$ cat config.mk
export PLATFORM = sky130hd
export DESIGN_NAME = fifo_read_port
export DESIGN_NICKNAME = d
export VERILOG_FILES = /design/src/rtl/fifo_read_port_pkg.sv /design/src/rtl/fifo_out_stage.sv /design/src/rtl/fifo_read_port.sv
export SDC_FILE = /design/constraint.sdc
export NUM_CORES = 1
export LEC_CHECK = 0
export ABC_AREA = 0
export CAP_MARGIN = 20
export CORE_MARGIN = 5
export CORE_UTILIZATION = 52
export DETAILED_ROUTE_END_ITERATION = 8
export HOLD_SLACK_MARGIN = 0.12
export PLACE_DENSITY = 0.82
export SETUP_SLACK_MARGIN = 0.02
export SLEW_MARGIN = 20
export SYNTH_ARGS = -nofsm -noshare
export SYNTH_HDL_FRONTEND = slang
export SYNTH_SLANG_ARGS = --single-unit
$ cat constraint.sdc
create_clock -name clk -period 4.7 [get_ports clk]
set_input_delay 1.175 -clock clk [delete_from_list [all_inputs] [get_ports clk]]
set_output_delay 1.175 -clock clk [all_outputs]
set_load 0.01 [all_outputs]
$ cat src/rtl/fifo_read_port_pkg.sv
// Shared definitions for the FIFO read port: output-stage occupancy states
// and the read-group width helper.
package fifo_read_port_pkg;

  typedef enum logic [1:0] {
    S0,
    S1,
    S2
  } occ_state_t;

  function automatic int group_width(input int bits, input int par_read);
    return bits * par_read;
  endfunction

endpackage

$ cat src/rtl/fifo_out_stage.sv
// Two-entry registered output stage (head + skid) with a valid/ready
// handshake; reports whether it can take another group this cycle.
module fifo_out_stage
  import fifo_read_port_pkg::*;
#(
  parameter int GROUP_W = 16
) (
  input  logic               clk,
  input  logic               rst,
  input  logic               flush,
  input  logic               pop,
  input  logic               out_ready,
  input  logic [GROUP_W-1:0] din,
  output logic [GROUP_W-1:0] out_data,
  output logic               out_valid,
  output logic               can_accept
);

  occ_state_t         state;
  logic [GROUP_W-1:0] skid;
  logic               deq;

  assign deq        = out_valid & out_ready;
  assign can_accept = (state != S2) | deq;

  // out_valid is kept as its own register so it leaves the block flop-driven.
  always_ff @(posedge clk) begin
    if (rst) begin
      state     <= S0;
      out_data  <= '0;
      skid      <= '0;
      out_valid <= 1'b0;
    end else if (flush) begin
      state     <= S0;
      out_valid <= 1'b0;
    end else begin
      case (state)
        S0: begin
          if (pop) begin
            out_data  <= din;
            out_valid <= 1'b1;
            state     <= S1;
          end
        end
        S1: begin
          if (pop && deq) begin
            out_data <= din;
          end else if (pop) begin
            skid  <= din;
            state <= S2;
          end else if (deq) begin
            out_valid <= 1'b0;
            state     <= S0;
          end
        end
        S2: begin
          if (deq) begin
            out_data <= skid;
            if (pop) begin
              skid <= din;
            end else begin
              state <= S1;
            end
          end
        end
        default: begin
          state     <= S0;
          out_valid <= 1'b0;
        end
      endcase
    end
  end

endmodule

$ cat src/rtl/fifo_read_port.sv
// Read-side controller for the circular-buffer FIFO: pops one group per cycle
// into a registered output stage and counts popped groups.
module fifo_read_port
  import fifo_read_port_pkg::*;
#(
  parameter int PAR_READ = 1,
  parameter int BITS     = 16,
  parameter int CNT_W    = 16
) (
  input  logic                     clk,
  input  logic                     rst,
  input  logic                     empty,
  input  logic [BITS*PAR_READ-1:0] buf_dout,
  output logic                     cnt_r,
  input  logic                     flush,
  output logic [BITS*PAR_READ-1:0] out_data,
  output logic                     out_valid,
  input  logic                     out_ready,
  output logic [CNT_W-1:0]         rd_count
);

  localparam int GROUP_W = group_width(BITS, PAR_READ);

  logic can_accept;
  logic pop;

  // Reset is folded in so the datapath pointer never moves while held in reset.
  assign pop   = ~empty & ~flush & ~rst & can_accept;
  assign cnt_r = pop;

  fifo_out_stage #(
    .GROUP_W(GROUP_W)
  ) u_out_stage (
    .clk       (clk),
    .rst       (rst),
    .flush     (flush),
    .pop       (pop),
    .out_ready (out_ready),
    .din       (buf_dout),
    .out_data  (out_data),
    .out_valid (out_valid),
    .can_accept(can_accept)
  );

  always_ff @(posedge clk) begin
    if (rst) begin
      rd_count <= '0;
    end else if (pop) begin
      rd_count <= rd_count + 1'b1;
    end
  end

endmodule

# Word-level counts from Yosys, hierarchy flattened
# Cells that the tools add are included.
word_totals:
  register_bits: 51
  output_inout_bits: 34
  elab_cells: 55
op_classes:
  add_sub_neg: 1
  eq_ne: 11
  n_mux: 20
  bitwise_logic: 9
  reduce_logical: 9
ops:
  columns: ["op", "n"]
  rows:
  - ["two-way mux 16 bit", 6]
  - ["case mux 16 bit (3 select lines)", 1]
  - ["case mux 16 bit (2 select lines)", 1]
  - ["adder 16 x 1 -> 16 bit (second input constant)", 1]
  - ["AND reduction 5 bit", 3]
  - ["two-way mux 2 bit", 6]
  - ["!= test 2 x 1 -> 1 bit (second input constant)", 4]
  - ["!= test 2 bit (second input constant)", 4]
  - ["case mux 2 bit (3 select lines)", 1]
  - ["bitwise AND 1 bit", 4]
  - ["two-way mux 1 bit", 4]
  - ["NOT 1 bit", 4]
  - ["AND reduction 4 bit", 1]
  - ["!= test 3 x 1 -> 1 bit (second input constant)", 1]
  - ["case mux 1 bit (3 select lines)", 1]
  - ["nonzero test 3 bit", 1]
  - ["== test 2 x 1 -> 1 bit (second input constant)", 1]
  - ["== test 2 bit (second input constant)", 1]
  - ["zero test 2 bit", 1]
  - ["nonzero test 2 bit", 1]
  - ["OR reduction 2 bit", 1]
  - ["logical AND 1 bit", 1]
  - ["OR 1 bit", 1]

# Depth between registers and ports, before layout
depth:
  ltp_word: 7
  mapped_depth: 7

# Hierarchy
# A second synthesis with hierarchy kept.
hier_totals:
  hier_cells: 257
  hier_area_um2: 2516.2
modules_own_cells:
  columns: ["mod", "n_inst", "cells_each", "area_each_um2", "seq_area_each_um2"]
  rows:
  - ["fifo_out_stage", 1, 171, 1757.9, 700.7]
  - ["fifo_read_port", 1, 86, 758.2, 320.3]

# Worst setup path before layout
# No wires, ideal clock.
synth_timing:
  path_type: "input-to-output"
  from: "in rst"
  to: "out cnt_r"
  arrival_time_ns: 2.098
  required_time_ns: 3.525
  path_slack_ns: 1.427
  stages: 4
  n_path_buf: 2
  cell_sequence: "buf_2 -> or3_1 -> buf_2 -> a21oi_1"
synth_via:
  elab_chain_len: 3
synth_lines:
  columns: ["element", "line", "rtl"]
  rows:
  - ["start: declaration", "fifo_read_port.sv:11", "input logic rst,"]
  - ["NOT 1 bit", "fifo_read_port.sv:28", "assign pop = ~empty & ~flush & ~rst & can_accept;"]
  - ["bitwise AND 1 bit (2 in a row)", "fifo_read_port.sv:28", null]
  - ["end: declaration", "fifo_read_port.sv:14", "output logic cnt_r,"]
# No other way between the ends.

# Worst setup path in the final report
layout_timing:
  from: "in flush"
  to: "out cnt_r"
layout_via:
  elab_chain_len: 4
layout_lines:
  columns: ["element", "line", "rtl"]
  rows:
  - ["start: declaration", "fifo_read_port.sv:15", "input logic flush,"]
  - ["NOT 1 bit (no source line)", null, null]
  - ["bitwise AND 1 bit (3 in a row)", "fifo_read_port.sv:28", null]
# No other way between the ends.

==> impl_metrics.ini <==
[outcome]
status = finished clean

[timing]
finalCritPeriodShare_pct = 91.7
timing.setup.tns_ns = 0
finalCriticalPeriod_ns = 4.31
timing.slew.headroom_pct = 43.8
worstMarginPinSlew_ns = 0.843
finalHoldViolCount = 0
final-setup-viol-count = 0
finClkSkew_ns = 0.00781
fmax_mhz = 232
slew_violations = 0
rsz0062_at_grt = false
fin_ws_ns = 0.390

[synth]
synth_top_cell_area_share_pct = 45.8
yosys.area.top_type = dfxtp_1
synth_flop_cell = dfxtp_1
synthArstFlopShare_pct = 0
ys_ff_latch = 51
yosysWarnings = 0
syn_inst = 275
synth.most_common_cell = dfxtp_1
synth_nets = 297
synth_common_cells = dfxtp_1, nand2_1, a21oi_1, nor2_1, o21ai_0
synth_edf_count = 0
ys_seq_area_share_pct = 45.8
synthTopCellsByArea = dfxtp_1, a21oi_1, a311oi_1
netlist_area_sq_um = 2230
synth.avg_cell_area_sq_um = 8.10
synthDistinctLibCells = 39

[die]
coreArea_sq_um = 4090
die_w_um = 75.4
row_count = 23
io_pins = 55
fp.dieArea_sq_um = 5690
start_util_pct = 54.5
die_y_um = 75.4

[drt]
drc = 0
detail-route-antenna-nets = 0
wire_per_inst_um = 15.1
first_pass_iters = 4
routed_wl_mm = 5.63
vias = 2198
vias_per_cell = 5.91
drt_iter0_markers = 197

[final_layout]
antenna_cells = 0
nNetsFinal = 343
num-fill-cells = 337
area_growth_pct = 31.1
drive_gt1_share_pct = 5.28
fin_cells = 372

[pwr]
report.power.total_mw = 0.846
p_leak_nw = 0.951
power_density_nw_per_um2 = 290
ir_drop_mv = 0.170

[clock_tree]
cts_sinks = 51
insertion_delay_ns = 0.30
cts.htree.levels = 2
cts_tree = built
cts.clk_slew.worst_paths_ns = 0.09
root_buffer = clkbuf_8
numCtsBuffers = 5
ctsHoldBuffers = 0
cts_resized = 0
clk_path_buf_depth = 2
post-cts-setup-buffers = 0

[global_routing]
grt_max_degree = 54
grt_pass1_wl_mm = 9.31
grt_pass1_vias = 2041
antenna_found_initial = 0
grt_use_total_pct = 20.6
grt-ovfl-total = 0

[place]
hpwl_mm = 3.57
dp_cells = 362
port-buffer-count = 54
gp_congestion = 0.857
post-place-ws_ns = 0.374

[worst_setup_path]
crit_fanout = 7
worst_setup_path_end_kind = primary output
critical_path_class = in2out
arrival_ns = 3.14
required_ns = 3.52
r2r_slack_ns = 2.35
start_kind = primary input

[worst_hold_path]
min-delay-path-class = reg2reg

[flow_run]
maxCapViolations = 0
worst paths after layout:
check,start,endpoint,cells after the start
min,u_out_stage.skid[4],u_out_stage.out_data[4],2
max,flush,cnt_r,4
min reg2reg,u_out_stage.skid[4],u_out_stage.out_data[4],2
max reg2reg,u_out_stage.state[0],rd_count[15],4
cell type report:
cell class | count | area, sq um | area share (%)
Timing Repair Buffer | 60 | 582 | 19.9
Clock inverter | 3 | 43.8 | 1.50
Inverter | 4 | 15.0 | 0.514
Clock buffer | 5 | 68.8 | 2.36
Tap cell | 50 | 62.6 | 2.14
Multi-Input combinational cell | 199 | 1130 | 38.6
Sequential cell | 51 | 1020 | 35.0
layer usage:
metal	up-vias	GRT usage [%]	routed length [um]
met4	0	6.99	55
li1	1092	-	-
met5	-	0	0
met2	63	32.9	2630
met1	1038	27.9	2530
met3	5	3.83	413
sequential cells by signal, indices dropped and copies added, names as in the netlist:
register,cells
u_out_stage.out_valid,1
u_out_stage.out_data,16
u_out_stage.state,2
u_out_stage.skid,16
rd_count,16
placed cells by master (no fill, tap or decap), types with 3 or more instances in the layout:
cell type        Yosys  layout
a311oi_1            16      16
inv_1                4       4
nand2_1             37      37
or4_1                4       4
or3_1                8       8
buf_4                0       4
nand4_1              3       3
dfxtp_1             51      51
nand3_1             21      21
a21oi_1             29      29
nor2_1              23      23
o31ai_1              3       3
clkbuf_8             0       5
o21ai_0             23      23
clkdlybuf4s50_1      0      53
logic make-up (layout without fill, tap and decap cells):
kind of cell             Yosys count  in the layout  synth area share (%)
AO/OA/AOI/OAI                     85             85                  24.1
AND/OR/NAND/NOR                  107            107                  22.4
flip-flops                        51             51                  45.8
multiplexers                       2              2                 0.899
adder cells (fa/ha/maj)            1              1                 0.562
buffers and inverters             25             72                  4.66
XOR/XNOR                           4              4                  1.57
where the power goes:
group | leakage, nW | total, mW | switching [mW] | internal (mW)
combinational | 0.480 | 0.0910 | 0.0463 | 0.0447
clock | 0.0581 | 0.307 | 0.148 | 0.159
sequential | 0.413 | 0.448 | 0.00639 | 0.442
total | 0.951 | 0.846 | 0.201 | 0.645
worst max-delay path: stages:
cell	delay, ns
clkdlybuf4s50_1	0.56
or3_1	0.44
a21oi_1	0.34
clkdlybuf4s50_1	0.62
metrics by stage:
stage	hold WS (ns)	utilization [%]	cell area, sq um
2_1_floorplan	0.451	-	2230
3_3_place_gp	0.457	68.3	2790
3_5_place_dp	0.465	68.3	2790
4_1_cts	0.480	71.0	2900
5_1_grt	0.502	71.4	2920
6_report	0.475	71.4	2920
Note: power is estimated with default switching activity, not from simulation.
